`src/rtl/tlul_host_adapter.sv`:
```
// Single-outstanding req/gnt/rvalid initiator bridged onto a TL-UL host port,
// with a saturating D-channel timeout so a dead device cannot hang the master.
package tlul_pkg;
  localparam int unsigned TlAIW     = 8;
  localparam int unsigned TlDIW     = 1;
  localparam int unsigned TlAUserW  = 14;
  localparam int unsigned TlDUserW  = 14;
  localparam logic [TlAUserW-1:0] TL_A_USER_DEFAULT = '0;

  typedef enum logic [2:0] {
    PutFullData    = 3'h0,
    PutPartialData = 3'h1,
    Get            = 3'h4
  } tl_a_op_e;

  typedef struct packed {
    logic                a_valid;
    tl_a_op_e            a_opcode;
    logic [2:0]          a_param;
    logic [1:0]          a_size;
    logic [TlAIW-1:0]    a_source;
    logic [31:0]         a_address;
    logic [3:0]          a_mask;
    logic [31:0]         a_data;
    logic [TlAUserW-1:0] a_user;
    logic                d_ready;
  } tl_h2d_t;

  typedef struct packed {
    logic                d_valid;
    logic [2:0]          d_opcode;
    logic [2:0]          d_param;
    logic [1:0]          d_size;
    logic [TlAIW-1:0]    d_source;
    logic [TlDIW-1:0]    d_sink;
    logic [31:0]         d_data;
    logic [TlDUserW-1:0] d_user;
    logic                d_error;
    logic                a_ready;
  } tl_d2h_t;
endpackage

module tlul_host_adapter
  import tlul_pkg::*;
#(
  parameter int unsigned      TimeoutCycles = 1024,
  parameter logic [TlAIW-1:0] SourceId      = '0
) (
  input  logic        clk_i,
  input  logic        rst_i,
  input  logic        req_i,
  output logic        gnt_o,
  input  logic        we_i,
  input  logic [31:0] addr_i,
  input  logic [31:0] wdata_i,
  input  logic [3:0]  be_i,
  output logic        rvalid_o,
  output logic [31:0] rdata_o,
  output logic        err_o,
  output logic        busy_o,
  output tl_h2d_t     tl_o,
  input  tl_d2h_t     tl_i
);

  localparam bit          TimeoutEn = (TimeoutCycles != 0);
  localparam logic [15:0] CntLast   = 16'(TimeoutCycles - 1);

  typedef enum logic [1:0] {StIdle, StASend, StDWait, StDrain} state_e;

  state_e      state_q, state_d;
  logic        we_q, we_d;
  logic [29:0] addr_q, addr_d;
  logic [31:0] wdata_q, wdata_d;
  logic [3:0]  be_q, be_d;
  logic [15:0] cnt_q, cnt_d;
  logic        rvalid_q, rvalid_d;
  logic        err_q, err_d;
  logic [31:0] rdata_q, rdata_d;
  logic        gnt;
  logic        d_match;

  assign d_match = tl_i.d_valid && (tl_i.d_source == SourceId);

  always_comb begin
    state_d  = state_q;
    we_d     = we_q;
    addr_d   = addr_q;
    wdata_d  = wdata_q;
    be_d     = be_q;
    cnt_d    = cnt_q;
    rvalid_d = 1'b0;
    err_d    = err_q;
    rdata_d  = rdata_q;
    gnt      = 1'b0;
    unique case (state_q)
      StIdle: begin
        if (req_i) begin
          gnt     = 1'b1;
          we_d    = we_i;
          addr_d  = addr_i[31:2];
          wdata_d = wdata_i;
          be_d    = be_i;
          // A write with no enabled bytes completes locally without touching the bus.
          if (we_i && (be_i == 4'h0)) begin
            rvalid_d = 1'b1;
            err_d    = 1'b0;
          end else begin
            state_d = StASend;
          end
        end
      end
      StASend: begin
        if (tl_i.a_ready) begin
          state_d = StDWait;
          cnt_d   = '0;
        end
      end
      StDWait: begin
        if (d_match) begin
          rvalid_d = 1'b1;
          err_d    = tl_i.d_error;
          if (!we_q) rdata_d = tl_i.d_data;
          state_d = StIdle;
        end else begin
          if (cnt_q != 16'hFFFF) cnt_d = cnt_q + 16'd1;
          if (TimeoutEn && (cnt_q == CntLast)) begin
            rvalid_d = 1'b1;
            err_d    = 1'b1;
            state_d  = StDrain;
          end
        end
      end
      StDrain: begin
        // The late response must still be consumed so the device is not left stalled.
        if (d_match) state_d = StIdle;
      end
    endcase
  end

  always_ff @(posedge clk_i) begin
    if (rst_i) begin
      state_q  <= StIdle;
      we_q     <= 1'b0;
      addr_q   <= '0;
      wdata_q  <= '0;
      be_q     <= '0;
      cnt_q    <= '0;
      rvalid_q <= 1'b0;
      err_q    <= 1'b0;
      rdata_q  <= '0;
    end else begin
      state_q  <= state_d;
      we_q     <= we_d;
      addr_q   <= addr_d;
      wdata_q  <= wdata_d;
      be_q     <= be_d;
      cnt_q    <= cnt_d;
      rvalid_q <= rvalid_d;
      err_q    <= err_d;
      rdata_q  <= rdata_d;
    end
  end

  always_comb begin
    tl_o           = '0;
    tl_o.a_valid   = (state_q == StASend);
    tl_o.a_opcode  = !we_q ? Get : ((be_q == 4'hF) ? PutFullData : PutPartialData);
    tl_o.a_param   = 3'h0;
    tl_o.a_size    = 2'd2;
    tl_o.a_source  = SourceId;
    tl_o.a_address = {addr_q, 2'b00};
    tl_o.a_mask    = we_q ? be_q : 4'hF;
    tl_o.a_data    = we_q ? wdata_q : 32'h0;
    tl_o.a_user    = TL_A_USER_DEFAULT;
    tl_o.d_ready   = (state_q == StDWait) || (state_q == StDrain);
  end

  assign gnt_o    = gnt & ~rst_i;
  assign rvalid_o = rvalid_q;
  assign rdata_o  = rdata_q;
  assign err_o    = err_q;
  assign busy_o   = (state_q != StIdle);

  logic unused_tl_d;
  assign unused_tl_d = ^{tl_i.d_opcode, tl_i.d_param, tl_i.d_size, tl_i.d_sink, tl_i.d_user};

endmodule

```
`config.mk`:
```
export PLATFORM = sky130hd
export DESIGN_NAME = tlul_host_adapter
export DESIGN_NICKNAME = d
export VERILOG_FILES = /design/src/rtl/tlul_host_adapter.sv
export SDC_FILE = /design/constraint.sdc
export NUM_CORES = 1
export LEC_CHECK = 0
export BUFFER_PORTS_ARGS = -buffer_cell sky130_fd_sc_hd__buf_2
export CAP_MARGIN = 40
export CELL_PAD_IN_SITES_DETAIL_PLACEMENT = 0
export CELL_PAD_IN_SITES_GLOBAL_PLACEMENT = 2
export CORE_MARGIN = 8
export CORE_UTILIZATION = 23
export CTS_CLUSTER_SIZE = 12
export DETAILED_ROUTE_END_ITERATION = 8
export GPL_ROUTABILITY_DRIVEN = 0
export PLACE_DENSITY = 0.86
export REMOVE_ABC_BUFFERS = 1
export SLEW_MARGIN = 20
export SYNTH_ARGS = -nofsm -noshare
export SYNTH_HDL_FRONTEND = slang
export SYNTH_SLANG_ARGS = --single-unit
```
`constraint.sdc`:
```
create_clock -name clk_i -period 2.4 [get_ports clk_i]
set_clock_uncertainty 0.15 [all_clocks]
set_input_delay 0.24 -clock clk_i [delete_from_list [all_inputs] [get_ports clk_i]]
set_output_delay 0.24 -clock clk_i [all_outputs]
set_load 0.05 [all_outputs]
```
# ---- After elaboration in Yosys (flattened, before gate mapping)
# Index checks and enable logic that the tools add are counted.
dict set report classes {
  addsub 1
  eq_ne 14
  muxes 27
  bitwise_logic 3
  reduce_logical 14
}
# cell n
set op_table {}
lappend op_table {{2-to-1 mux 16 bit} 3}
lappend op_table {{2-to-1 mux 32 bit} 1}
lappend op_table {{one-hot mux 16 bit (2 select lines)} 1}
lappend op_table {{adder 16 x 1 -> 16 bit, second input constant} 1}
lappend op_table {{equality test 16 x 10 -> 1 bit, second input constant} 1}
lappend op_table {{!= test 16 bit, second input constant} 1}
lappend op_table {{2-to-1 mux 2 bit} 6}
lappend op_table {{!= test 2 bit, second input constant} 6}
lappend op_table {{2-to-1 mux 1 bit} 11}
lappend op_table {{logical NOT 8 bit} 1}
lappend op_table {{one-hot mux 2 bit (4 select lines)} 1}
lappend op_table {{AND reduction 4 bit} 2}
lappend op_table {{nonzero test 2 bit} 3}
lappend op_table {{AND reduction 5 bit} 1}
lappend op_table {{equality test 2 bit, second input constant} 2}
lappend op_table {{equality test 4 bit, second input constant} 1}
lappend op_table {{logical NOT 4 bit} 1}
lappend op_table {{2-to-1 mux 4 bit} 1}
lappend op_table {{one-hot mux 1 bit (2 select lines)} 2}
lappend op_table {{2-to-1 mux 3 bit} 1}
lappend op_table {{!= test 3 bit, second input constant} 1}
lappend op_table {{AND reduction 3 bit} 1}
lappend op_table {{equality test 2 x 1 -> 1 bit, second input constant} 1}
lappend op_table {{logical AND 1 bit} 2}
lappend op_table {{6 further kinds} 7}
dict set report word_totals {
  regBits 119
  in_bits 138
  out_inout_bits 136
  elab_cells 68
}

# ---- Longest topological paths before layout
dict set report logic_depth {
  word_depth 5
  ltp_mapped 8
  mapped_depth_nobuf 6
}

# ---- Least setup slack after synthesis
# Ideal clock, no wire load.
dict set report synth_path {
  path_kind {flip-flop to flip-flop}
  startpoint {register state_q[0]}
  endpoint {register cnt_q[15]}
  setup_ns 0.070
  arrival_ns 2.117
  t_required_ns 2.180
  setup_slack_ns 0.063
  stages_incl_launch_ff 6
  path_buffers 0
  synth_period_minus_slack_ns 2.337
  path_cell_list {dfxtp_1 > nor2b_1 > and2_1 > a31oi_4 > or4_1 > a21oi_1}
}
# item line
set synth_lines {}
lappend synth_lines {{from (decl)} 70} ;# state_e state_q, state_d;
lappend synth_lines {{from (signal assigned)} 142} ;# state_q <= StIdle;
lappend synth_lines {{from (signal assigned)} 152} ;# state_q <= state_d;
lappend synth_lines {{to (signal assigned)} 157} ;# cnt_q <= cnt_d;
lappend synth_lines {{to (decl)} 75} ;# logic [15:0] cnt_q, cnt_d;

# ---- Worst setup path in the final report
dict set report layout_path {
  startpoint {register cnt_q[0]}
  endpoint {register cnt_q[4]}
}
dict set report layout_via {
  elab_chain_len 4
  word_cells_on_any_way 7
  classes_between {add/sub (1); eq/ne (2); mux (3); reduce/logical (1)}
}
# item line
set layout_lines {}
lappend layout_lines {{adder 16 x 1 -> 16 bit} 125} ;# if (cnt_q != 16'hFFFF) cnt_d = cnt_q + 16'd1;
lappend layout_lines {{2-to-1 mux 16 bit} 125}
lappend layout_lines {{2-to-1 mux 16 bit} 119} ;# if (d_match) begin
lappend layout_lines {{one-hot mux 16 bit (2 select lines)} 95} ;# unique case (state_q)
# Parallel ways exist; a longest one is shown, timed or not. The select of a mux whose other input is x is not followed.
# A chain may end at the register's enable or synchronous reset.

==> impl_metrics.yaml <==
status:
  outcome: "finished, final reports clean"
yosys:
  ys_ff_latch: 119
  post_synth_inst_count: 663
  netlist_area_um2: 5090
  synth_edf_count: 0
  yosys_warnings: 0
  avgSynthCellArea_um2: 7.67
  yosysTopAreaCell: "dfxtp_1"
  synth_common_cells: "213 x nand2_1, 119 x dfxtp_1, 109 x a21oi_1"
  yosys-top-cells-area: "dfxtp_1 47%, nand2_1 16%, a21oi_1 11%, buf_4 4.4%, and2_1 4.3%"
  async_flop_share_pct: 0
  synthFlopType: "dfxtp_1"
  synth-seq-area-share_pct: 46.8
  synth.most_common_cell: "nand2_1"
  synth_cell_type_count: 49
  synth.top_cell.area_share_pct: 46.8
setup_path:
  cp.arrival_ns: 2.43
  startpoint_type: "flop"
  cpMaxStageDelayCell: "or4_4"
  cp_cell_sequence: "ha_1, nand4_1, or4_4, a31oi_4, buf_4, a21oi_1, o32ai_1"
  required_ns: 2.56
  crit_fanout: 8
  path_class: "flop to flop"
  critical_path.max_stage_delay_ns: 0.63
  end_kind: "flop"
power:
  pwr-share-seq_pct: 36.2
  power.leakage_nw: 3.54
  power.total_mw: 5.81
  power_frac_comb_pct: 16.2
  p_clk_share_pct: 47.6
  internal-power_mw: 4.16
  powerDensity_nw_per_um2: 719
  vdd_ir_drop_max_uv: 380
  switching_share_pct: 28.4
  switching_power_mw: 1.65
die:
  rows: 54
  design.core.area_um2: 21800
  die_area_um2: 27100
  die_x_um: 165
  boundaryPins: 274
  start_util_pct: 23.4
  die_height_um: 165
grt:
  antenna_found_initial: 0
  grtUsageTotal_pct: 12.7
  grt_overflow: 0
  grt_max_degree: 79
  grt_pass1_vias: 5427
  grt_pass1_wl_mm: 27.7
timing:
  hold_viol: 0
  slew_violations: 0
  max_freq_mhz: 442
  finalSetupViolCount: 0
  rsz0062_at_grt: "no"
  fin_crit_ns: 2.26
  min_period_over_period_pct: 94.2
clocking:
  cts_tree: "yes"
  cts.clk_slew.worst_paths_ns: 0.06
  clock-sinks: 119
  cts.repair.resized: 0
  numCtsBuffers: 17
  clk_path_buf_depth: 2
  cts-root-buf: "clkbuf_16"
  cts_max_level: 4
  insertion_delay_ns: 0.41
min_path:
  hold_path.class: "input port to flop"
detailed_routing:
  avgRoutedWirePerCell_um: 14.2
  drtAntennaViolNets: 0
  remaining_drc_errors: 0
  via_count: 5338
  via_per_inst: 4.22
  wirelength_mm: 18.0
  dr.pass1.iters: 5
  drt_iter0_drc: 280
place:
  place_area_um2: 6450
  port_buffers: 218
  place_hpwl_mm: 12.3
  placed_cells: 1135
finish:
  design_area_um2: 8080
  finalNonFillerCells: 1266
  nets: 1112
  diodes: 0
  drive_gt1_share_pct: 28.8
  fill_cells: 2295
  syn_to_final_growth_pct: 58.9
flow_run:
  maxCapViolCount: 0
[kinds of logic after synthesis]
family	after synthesis	share of synthesized area, %
compound gates	136	14.8
fa+ha+maj	1	0.246
buf+inv	79	8.56
flops	119	46.8
mux	1	0.197
other cells	2	0.148
simple gates	325	29.3
[path summary, 6_finish.rpt]
path / startpoint / to / slack, ns / cells after the start
hold reg to reg: rdata_o[2] / rdata_o[2] / 0.30 / 2
setup / recovery: cnt_q[0] / cnt_q[4] / 0.14 / 7
setup reg to reg: cnt_q[0] / cnt_q[4] / 0.14 / 7
hold / removal: tl_i[1] / err_o / 0.06 / 3
[routing by layer]
layer / routed length [um] / part of all wire, % / global-route usage, %
met1: 8210 / 46 / 15.6
met5: 0 / 0 / 0
met3: 1430 / 8.0 / 3.84
met2: 8180 / 45 / 21.1
met4: 171 / 0.95 / 3.48
[critical path, delay by kind of cell (launching register included)]
kind	cells	cell delay [ns]
buffers and inverters	1	0.19
flip-flops	1	0.37
AO/OA/AOI/OAI	3	0.48
AND/OR/NAND/NOR	2	0.80
adder cells (fa/ha/maj)	1	0.19
[repair_timing]
item	4_1_cts	5_1_grt
hold endpoints to repair	99	0
setup buffers	0	0
hold buffers	99	0
[placed cells by master (no fill, tap or decap), types with 4 or more instances in the layout]
master	n
nor2b_1	7
nand2_1	212
nand4_1	6
buf_12	6
nand2b_1	12
conb_1	30
a21oi_1	109
buf_2	217
bufinv_16	4
dfxtp_1	119
nor2_1	16
nand3_1	12
buf_4	15
clkbuf_16	17
dlygate4sd3_1	99
nor3_1	4
clkinvlp_4	4
inv_1	5
and2_1	34
o21ai_0	8
[power by group through the flow]
| stage | Clock [mW] | Combinational [mW] | Sequential, mW |
|---|---|---|---|
| after floorplan | 0 | 0.375 | 2.27 |
| after global placement | 0 | 0.816 | 2.15 |
| after detailed placement | 0 | 0.819 | 2.15 |
| after CTS | 2.86 | 0.948 | 2.10 |
| after global routing | 2.96 | 1.01 | 2.12 |
| final | 2.77 | 0.940 | 2.10 |
[registers in the layout, summed over array words and instances (netlist names)]
name and flops:
rvalid_o 1, be_q 4, we_q 1, state_q 2, err_o 1, rdata_o 32, cnt_q 16, wdata_q 32
addr_q 30
[stage by stage]
stage | TNS (ns) | setup slack [ns] | util, % | hold slack [ns]
after floorplan | -6.65 | -0.600 | - | 0.152
after global placement | 0 | 0.187 | 29.7 | 0.288
after detailed placement | 0 | 0.147 | 29.7 | 0.293
after CTS | 0 | 0.141 | 37.2 | 0.0311
after global routing | 0 | 0.0111 | 37.2 | 0.0460
final | 0 | 0.138 | 37.2 | 0.0569
[cell type report]
cell class	count	area, um2	share of cell area, %
multi-input combinational	493	2380	29.5
sequential	119	2380	29.5
timing repair buffer	337	2310	28.6
clock buffer	18	439	5.43
tap	280	350	4.33
clock inverter	14	199	2.46
inverter	5	18.8	0.232
Note: power is estimated with default switching activity, not from simulation.
